`src/rtl/simon_pkg.sv`:
```
// simon_pkg: shared Simon game types, colour decoding and playback speed table
//   color_t          : 2-bit LED colour code (GREEN, YELLOW, RED, BLUE)
//   color_onehot()   : colour code -> one-hot LED drive [0] G .. [3] B
//   playback_state_t : sequence playback FSM states (FLASH only with SEQ_PLAYBACK_FINAL_FLASH_EN)
//   SPEED_SHIFT      : right-shift applied to the base on-time for each speed key value
package simon_pkg;
    typedef enum logic [1:0] {GREEN, YELLOW, RED, BLUE} color_t;
    typedef enum logic [2:0] {
        ST_IDLE, ST_FETCH, ST_RDWAIT, ST_ON, ST_GAP,
`ifdef SEQ_PLAYBACK_FINAL_FLASH_EN
        ST_FLASH,
`endif
        ST_DONE
    } playback_state_t;
    localparam logic [1:0] SPEED_SHIFT [4] = '{2'd0, 2'd1, 2'd2, 2'd3};
    function automatic logic [3:0] color_onehot(input color_t c);
        return 4'b0001 << c;
    endfunction
endpackage

```
`src/rtl/ms_tick_gen.sv`:
```
// ms_tick_gen: millisecond prescaler, one-cycle o_tick every TICK_CYCLES clocks
//   i_clk     : system clock, posedge
//   i_reset_n : asynchronous active-low reset
//   i_clear   : synchronous restart, the next cycle counts as the first of a new tick period
//   o_tick    : 1-cycle pulse on the last cycle of each period
module ms_tick_gen #(
    parameter int TICK_CYCLES = 200000
) (
    input  logic i_clk,
    input  logic i_reset_n,
    input  logic i_clear,
    output logic o_tick
);
    localparam int W = $clog2(TICK_CYCLES + 1);
    logic [W-1:0] cnt;
    assign o_tick = cnt == W'(TICK_CYCLES - 1);
    always_ff @(posedge i_clk or negedge i_reset_n) begin
        if (!i_reset_n) cnt <= '0;
        else cnt <= (i_clear || o_tick) ? '0 : cnt + W'(1);
    end
endmodule

```
`src/rtl/sequence_playback_ctrl.sv`:
```
// sequence_playback_ctrl: plays the stored Simon colour sequence on the four LEDs once per round
//   i_clk, i_reset_n : clock (posedge) and asynchronous active-low reset
//   i_start          : launch pulse, honoured only when idle
//   i_abort          : level, returns to idle with LEDs off and no done pulse
//   i_length, i_speed: colours to play (clamped to MAX_LEN) and speed key, captured at start
//   o_rd_addr        : sequence memory address, i_rd_color returns its colour one cycle later
//   o_led_color      : registered one-hot LED drive
//   o_busy, o_done   : busy outside idle, 1-cycle pulse on completion
// Optional macro SEQ_PLAYBACK_FINAL_FLASH_EN adds an all-LEDs flash after the last colour.
module sequence_playback_ctrl
    import simon_pkg::*;
#(
    parameter int MAX_LEN     = 32,
    parameter int TICK_CYCLES = 200000,
    parameter int ON_BASE_MS  = 800
) (
    input  logic                       i_clk,
    input  logic                       i_reset_n,
    input  logic                       i_start,
    input  logic                       i_abort,
    input  logic [5:0]                 i_length,
    input  logic [1:0]                 i_speed,
    output logic [$clog2(MAX_LEN)-1:0] o_rd_addr,
    input  logic [1:0]                 i_rd_color,
    output logic [3:0]                 o_led_color,
    output logic                       o_busy,
    output logic                       o_done
);
    localparam int AW = $clog2(MAX_LEN);
    playback_state_t state;
    logic [AW-1:0] idx;
    logic [5:0] len_q;
    logic [10:0] on_ms, gap_ms, dur, target;
    logic tick, timing, tick_last, last;
    assign o_rd_addr = idx;
    always_comb begin
        gap_ms = on_ms >> 1;
`ifdef SEQ_PLAYBACK_FINAL_FLASH_EN
        timing = state == ST_ON || state == ST_GAP || state == ST_FLASH;
`else
        timing = state == ST_ON || state == ST_GAP;
`endif
        target = (state == ST_GAP) ? gap_ms : on_ms;
        tick_last = tick && dur == target - 11'd1;
        last = 6'(idx) + 6'd1 == len_q;
    end
    // The prescaler is held cleared outside timed states and restarted at each timed-state
    // change, so every ON/GAP/FLASH period is an exact multiple of TICK_CYCLES.
    ms_tick_gen #(.TICK_CYCLES(TICK_CYCLES)) u_tick (
        .i_clk    (i_clk),
        .i_reset_n(i_reset_n),
        .i_clear  (!timing || tick_last),
        .o_tick   (tick)
    );
    always_ff @(posedge i_clk or negedge i_reset_n) begin
        if (!i_reset_n) begin
            state       <= ST_IDLE;
            idx         <= '0;
            len_q       <= '0;
            on_ms       <= '0;
            dur         <= '0;
            o_led_color <= '0;
            o_busy      <= 1'b0;
            o_done      <= 1'b0;
        end else if (i_abort) begin
            state       <= ST_IDLE;
            idx         <= '0;
            dur         <= '0;
            o_led_color <= '0;
            o_busy      <= 1'b0;
            o_done      <= 1'b0;
        end else begin
            o_done <= 1'b0;
            dur    <= (timing && !tick_last) ? dur + {10'd0, tick} : '0;
            case (state)
                ST_IDLE: if (i_start) begin
                    len_q  <= (i_length > 6'(MAX_LEN)) ? 6'(MAX_LEN) : i_length;
                    on_ms  <= 11'(ON_BASE_MS) >> SPEED_SHIFT[i_speed];
                    idx    <= '0;
                    o_busy <= 1'b1;
                    state  <= (i_length == 6'd0) ? ST_DONE : ST_FETCH;
                end
                ST_FETCH: state <= ST_RDWAIT;
                ST_RDWAIT: begin
                    o_led_color <= color_onehot(color_t'(i_rd_color));
                    state       <= ST_ON;
                end
                // A zero-length gap (fastest speed, short base time) skips GAP entirely.
                ST_ON, ST_GAP: if (tick_last) begin
                    o_led_color <= '0;
                    if (state == ST_ON && gap_ms != 11'd0) state <= ST_GAP;
                    else if (last) begin
`ifdef SEQ_PLAYBACK_FINAL_FLASH_EN
                        o_led_color <= 4'b1111;
                        state       <= ST_FLASH;
`else
                        state       <= ST_DONE;
`endif
                    end else begin
                        idx   <= idx + AW'(1);
                        state <= ST_FETCH;
                    end
                end
`ifdef SEQ_PLAYBACK_FINAL_FLASH_EN
                ST_FLASH: if (tick_last) begin
                    o_led_color <= '0;
                    state       <= ST_DONE;
                end
`endif
                ST_DONE: begin
                    idx    <= '0;
                    o_busy <= 1'b0;
                    o_done <= 1'b1;
                    state  <= ST_IDLE;
                end
                default: state <= ST_IDLE;
            endcase
        end
    end
endmodule

```
`config.mk`:
```
export PLATFORM = sky130hd
export DESIGN_NAME = sequence_playback_ctrl
export DESIGN_NICKNAME = d
export VERILOG_FILES = /design/src/rtl/simon_pkg.sv /design/src/rtl/ms_tick_gen.sv /design/src/rtl/sequence_playback_ctrl.sv
export SDC_FILE = /design/constraint.sdc
export NUM_CORES = 1
export LEC_CHECK = 0
export ABC_AREA = 1
export CAP_MARGIN = 10
export CORE_AREA = 10 10 86 88
export CTS_CLUSTER_SIZE = 24
export DETAILED_ROUTE_END_ITERATION = 10
export DIE_AREA = 0 0 96 98
export HOLD_SLACK_MARGIN = 0.05
export PLACE_DENSITY = 0.84
export SYNTH_ARGS = -nofsm -noshare
export SYNTH_HDL_FRONTEND = slang
export SYNTH_SLANG_ARGS = --single-unit
```
`constraint.sdc`:
```
create_clock -name i_clk -period 7.3 [get_ports i_clk]
set_input_delay 1.095 -clock i_clk [delete_from_list [all_inputs] [get_ports i_clk]]
set_output_delay 1.095 -clock i_clk [all_outputs]
set_load 0.02 [all_outputs]
```
# [Word level (Yosys, flattened, before mapping)]
# Index checks and enable logic that the tools add are counted.
[word_totals] word_cells=81 register_bits=60 output_inout_bits=11 in_bits=14
[classes] bitwise=2 eq_ne=12 shift=2 n_mux=29 reduce_logical=20 add_sub_neg=5 n_lt_le_gt_ge=2
[ops] op="11-bit 2-to-1 mux" count=3
[ops] op="5-bit 2-to-1 mux" count=5
[ops] op="18-bit by 1-bit adder with 18-bit output (second input constant)" count=1
[ops] op="18-bit == test (second input constant)" count=1
[ops] op="18-bit 2-to-1 mux" count=1
[ops] op="3-bit 2-to-1 mux" count=6
[ops] op="5-bit one-hot mux with 3 select lines" count=1
[ops] op="3-bit inequality test (second input constant)" count=4
[ops] op="3-bit one-hot mux with 4 select lines" count=1
[ops] op="11-bit by 1-bit adder with 11-bit output" count=1
[ops] op="11-bit == test" count=1
[ops] op="11-bit nonzero test" count=1
[ops] op="10-bit by 2-bit >> shifter with 11-bit output (first input constant)" count=1
[ops] op="11-bit by 1-bit subtractor with 11-bit output (second input constant)" count=1
[ops] op="4-bit 2-to-1 mux" count=2
[ops] op="4-bit one-hot mux with 2 select lines" count=1
[ops] op="5-bit by 1-bit adder with 6-bit output (second input constant)" count=1
[ops] op="3-bit by 2-bit == test with 1-bit output (second input constant)" count=2
[ops] op="3-bit == test (second input constant)" count=2
[ops] op="6-bit == test" count=1
[ops] op="6-bit > comparator (second input constant)" count=1
[ops] op="6-bit zero test" count=1
[ops] op="6-bit 2-to-1 mux" count=1
[ops] op="2-bit AND reduction" count=3
[ops] op="other kinds (19)" count=29

# [Longest topological paths before layout]
[logic_depth] ltp_word=9 mapped_depth=18 depth_no_buf=17

# [Hierarchy]
# A second synthesis with hierarchy kept.
[unflattened] hier_cells=510 hier_area_um2=3678.5
[modules_own_cells] module="sequence_playback_ctrl" area_per_inst_um2=2597.5 seq_area_each_um2=975.9 n_inst=1 cells_each=364
[modules_own_cells] module="ms_tick_gen" area_per_inst_um2=1081.0 seq_area_each_um2=450.4 n_inst=1 cells_each=146

# [Least setup slack after synthesis]
# Ideal clock, no wire load.
[synth_path] path_kind="reg-to-reg" from="register u_tick.cnt[0]" to="register dur[10]" t_arrival_ns=2.285 path_slack_ns=4.896 setup_ns=0.120 n_path_buf=0 required_time_ns=7.180 path_stages_with_launch=17 synth_period_minus_slack_ns=2.404 path_cell_list="dfrtp_1 -> ha_1 -> nand3_1 -> nor2_1 -> nand2_1 -> nor2_1 -> ha_1 -> ha_1 -> nand2_1 -> inv_1 -> nand3_1 -> nor3_1 -> nand2_1 -> nor2_1 -> nand2_1 -> xor2_1 -> nor2_1"
[synth_between] elab_chain_cells=6 elab_cells_between_ends=7 classes_between="add/sub: 1; eq/ne: 1; mux: 2; reduce/logical: 3"
[synth_rtl] element="start: declaration" line_no="ms_tick_gen.sv:15" rtl="logic [W-1:0] cnt;"
[synth_rtl] element="start signal: assignment" line_no="ms_tick_gen.sv:19" rtl="else cnt <= (i_clear || o_tick) ? '0 : cnt + W'(1);"
[synth_rtl] element="18-bit == test (*)" line_no="ms_tick_gen.sv:16" rtl="assign o_tick = cnt == W'(TICK_CYCLES - 1);"
[synth_rtl] element="parallel branches: the longest is 3 deep, another holds 11-bit by 1-bit adder with 11-bit output"
[synth_rtl] element="11-bit 2-to-1 mux (*)" line_no="sequence_playback_ctrl.sv:74" rtl="dur <= (timing && !tick_last) ? dur + {10'd0, tick} : '0;"
[synth_rtl] element="11-bit 2-to-1 mux (*)" line_no="sequence_playback_ctrl.sv:65" rtl="end else if (i_abort) begin"
[synth_rtl] element="end signal: assignment" line_no="sequence_playback_ctrl.sv:74"
[synth_rtl] element="end: declaration" line_no="sequence_playback_ctrl.sv:33" rtl="logic [10:0] on_ms, gap_ms, dur, target;"
# Every way passes the cells marked *.
# A chain may end at the register's enable or synchronous reset.

# [Worst setup path in the final report]
[layout_path] from="register state[1]" to="register o_led_color[2]"
[layout_between] elab_chain_cells=7 elab_cells_between_ends=13 classes_between="add/sub: 1; eq/ne: 5; mux: 3; reduce/logical: 4"
[layout_rtl] element="start: declaration" line_no="sequence_playback_ctrl.sv:30" rtl="playback_state_t state;"
[layout_rtl] element="start signal: assignment" line_no="sequence_playback_ctrl.sv:81" rtl="state <= (i_length == 6'd0) ? ST_DONE : ST_FETCH;"
[layout_rtl] element="3-bit == test" line_no="sequence_playback_ctrl.sv:43, sequence_playback_ctrl.sv:75"
[layout_rtl] element="11-bit 2-to-1 mux" line_no="sequence_playback_ctrl.sv:43" rtl="target = (state == ST_GAP) ? gap_ms : on_ms;"
[layout_rtl] element="11-bit by 1-bit subtractor with 11-bit output" line_no="sequence_playback_ctrl.sv:44" rtl="tick_last = tick && dur == target - 11'd1;"
[layout_rtl] element="11-bit == test" line_no="sequence_playback_ctrl.sv:44"
[layout_rtl] element="1-bit logical AND" line_no="sequence_playback_ctrl.sv:44"
[layout_rtl] element="3-bit inequality test (no line)"
[layout_rtl] element="2-bit AND reduction (no line)"
[layout_rtl] element="end signal: assignment" line_no="sequence_playback_ctrl.sv:85" rtl="o_led_color <= color_onehot(color_t'(i_rd_color));"
[layout_rtl] element="end: declaration" line_no="sequence_playback_ctrl.sv:25" rtl="output logic [3:0] o_led_color,"
# Several ways; a longest one is shown, not always the timed one.

==> impl_results.md <==
- Vias: around 3.3k
- Setup slack at placement: 4.00 ns
- CTS H-Tree Depth: 3
- Synth Cell Area: 3550 um^2
- Worst Path Required: 7.54 ns
- Routed WL: 7990 um
- Mapped Cells: slightly below 500
- TritonCTS sink count: 57
- R2R setup slack: 4.06 ns
- RR Startpoint: state[1]
- Grt ovf: 0
- Num rows: 28
- Post-CTS Setup Bufs: 0
- Max_slew headroom: 39.6%
- Fin Setup TNS: 0 ns
- FFs w/ async S/R, synth: 100%
- CTS tree: built
- Top-area cell type share of the netlist area: 40.2%
- Longest Clk Path Bufs: 2
- Max Slew Vio Count: 0
- Iter 0 DRT Violations: 202
- Vias per cell: 5.48
- Core Footprint: 5750 um^2
- Post-synthesis register bit count: 57
- Power Density: roughly 290 nW/um^2
- Layout cells sized above 1: 10.0%
- P_leak: about 1.9 nW
- Finished Core Util: about 70%
- Status: finished, final reports clean
- Final hold violations: 0
- Initial core utilization: 61.7%
- Worst Reg2Reg Path Length in Cells: 15
- Routed wire per std cell: roughly 13 um
- Top post-synthesis cells by area: dfrtp_1 (40%), nand2_1 (14%), nand3_1 (7.9%), nor2_1 (6.2%), inv_1 (5.9%)
- # diodes: 0
- Inst Count DP: roughly 580
- Worst path arrival time: 3.47 ns
- GP Congestion: 0.877
- Skew-Pair Late Insertion Delay: 0.34 ns
- DPL Wire Length: approximately 5900 um
- Top cell by count, worst path: nand2_1
- Yosys warns: 0
- Die area: 9410 um^2
- Drc violations: 0
- Post-CTS sizing: 0
- Syn_nets: 510
- Port buffer count: 24
- Hold Startpoint: u_tick.cnt[0]
- Final period util: 44.3%
- IO Pins: 25
- VDD IR max: 199 uV
- Hold Path Cell Cnt: 1
- Num CTS Buffers: 9
- Total track usage: 17.6%
- Worst path max stage delay: 0.46 ns
- Number of global-route vias before repair: 3113
- Worst Hold Path EP: u_tick.cnt[0]
- Area growth syn-to-layout: 12.4%
- Synth cell count leaders: nand2_1 (130), nor2_1 (59), dfrtp_1 (57), inv_1 (56), nand3_1 (56)
- Setup violators final: 0
- Crit path launch type: register
- Post-synth top area cell: dfrtp_1
- Fin worst setup slack: around 4 ns
- Layout Nets: 537
- R2R Path End: o_led_color[2]
- Crit-path max FO: 25
- Final Critical Period: 3.24 ns
- Count leader, synth: nand2_1
- Min-Delay Path Class: register to register
- Chip Width: roughly 96 um
- Measured slew at the worst slew-check pin: 0.900 ns
- CP endpoint kind: register
- Post-synth EDFFs: 0
- Fillers: 479
- Synth Area per Inst: between 7 and 8 um^2
- Slowest-stage cell, CP: nor2_2
- Clock Skews: 0.00687 ns
- Largest net degree at the start of global routing: 58
- Max-Cap Viols: 0
- Distinct cells, synth: 38
- Register area share after synthesis: 40.2%
- Router iterations before antenna repair: 5
- Kind of critical path: register to register
- Layout Cells excl Fill: 594
- DRT antenna net count: 0
- Cts hold-fix bufs: 0
- First-pass GRT wire length: 13700 um
- Worst-path clk slew: 0.07 ns
- Height of the chip: a little under 100 um
- Root Buffer: clkbuf_8
- Worst path cell trace: nor2_2, nand2_2, o21ai_0, ha_1, xor2_1, nand3b_1, nand3_1, nor2_1, nand3_1, nor2_1, nand3_2, nand2_4, nand2_1, nand2_1, nand2_1
- RSZ-0062 raised after global routing: false
- Initial antenna violation count: 0
- Synth Flop Type: dfrtp_1
- Max Clk Rate: 309 MHz
[report_power, final]
| group | switching, W | leakage [nW] | internal, W |
|---|---|---|---|
| logic | 0.000308 | 1.02 | 0.000157 |
| registers | 0.0000489 | 0.770 | 0.000368 |
| clock network | 0.000141 | 0.0850 | 0.000122 |
| total | 0.000498 | 1.88 | 0.000647 |
[worst max-delay path, delay by kind of cell (launching register included)]
family                     cells  cell delay, ns
DFF                            1            0.44
xor gates and xnor gates       1            0.19
adders and majority gates      1            0.24
AOI/OAI and AO/OA              1            0.28
and+or+nand+nor               12            1.98
[cells by family (layout without fill, tap and decap cells)]
group | Yosys count | count (layout) | share of synthesized area (%)
buf+inv | 70 | 102 | 8.39
flops | 57 | 57 | 40.2
fa+ha+maj | 9 | 9 | 3.17
xor+xnor | 10 | 10 | 2.47
compound gates | 40 | 40 | 6.56
simple gates | 301 | 301 | 39.2
[state kept, by name, summed over array words and instances, names as in the netlist]
signal	cells
o_led_color	4
o_done	1
on_ms	8
len_q	6
state	3
o_busy	1
u_tick.cnt	18
o_rd_addr	5
dur	11
[layout by cell type (no fill, tap or decap), types with 10 or more instances in the layout]
cell	synthesis	layout
nand3_1	56	56
inv_1	56	56
dfrtp_1	57	57
nor2_1	59	59
o21ai_0	10	10
nor3_1	12	12
nand2_1	130	130
a21oi_1	14	14
clkdlybuf4s50_1	0	23
[metal layers]
metal | vias up | global-route usage, % | wire length, um
li1 | 1624 | - | -
met1 | 1541 | 22.2 | 3670
met2 | 74 | 28.3 | 3850
met3 | 15 | 4.75 | 352
met4 | 0 | 5.68 | 122
met5 | - | 0 | 0
[how the worst max path moves through the flow]
stage	startpoint	end	slack (ns)	cells after the start
2_1_floorplan	u_tick.cnt[0]	dur[10]	4.90	16
3_3_place_gp	i_abort	len_q[3]	4.13	6
3_5_place_dp	i_abort	len_q[3]	4.00	6
4_1_cts	state[1]	o_led_color[2]	4.08	15
5_1_grt	state[1]	o_led_color[2]	3.73	15
6_report	state[1]	o_led_color[2]	4.06	15
[metrics by stage]
stage,hold slack (ns),area [um^2],total power (W)
finish,0.481,3990,0.00115
global route,0.516,3990,0.00122
CTS,0.486,3990,0.00114
detailed placement,0.473,3810,0.000879
global placement,0.450,3810,0.000859
floorplan,0.433,3550,0.000773
[layout make-up]
cell class,count,area (um^2),share of cell area [%]
Tap cell,75,93.8,2.35
Timing Repair Buffer,25,243,6.09
Clock buffer,9,124,3.11
Clock inverter,7,47.5,1.19
Multi-Input combinational cell,360,1820,45.7
Inverter,61,229,5.74
Sequential cell,57,1430,35.8
(Power assumes the default switching activity.)
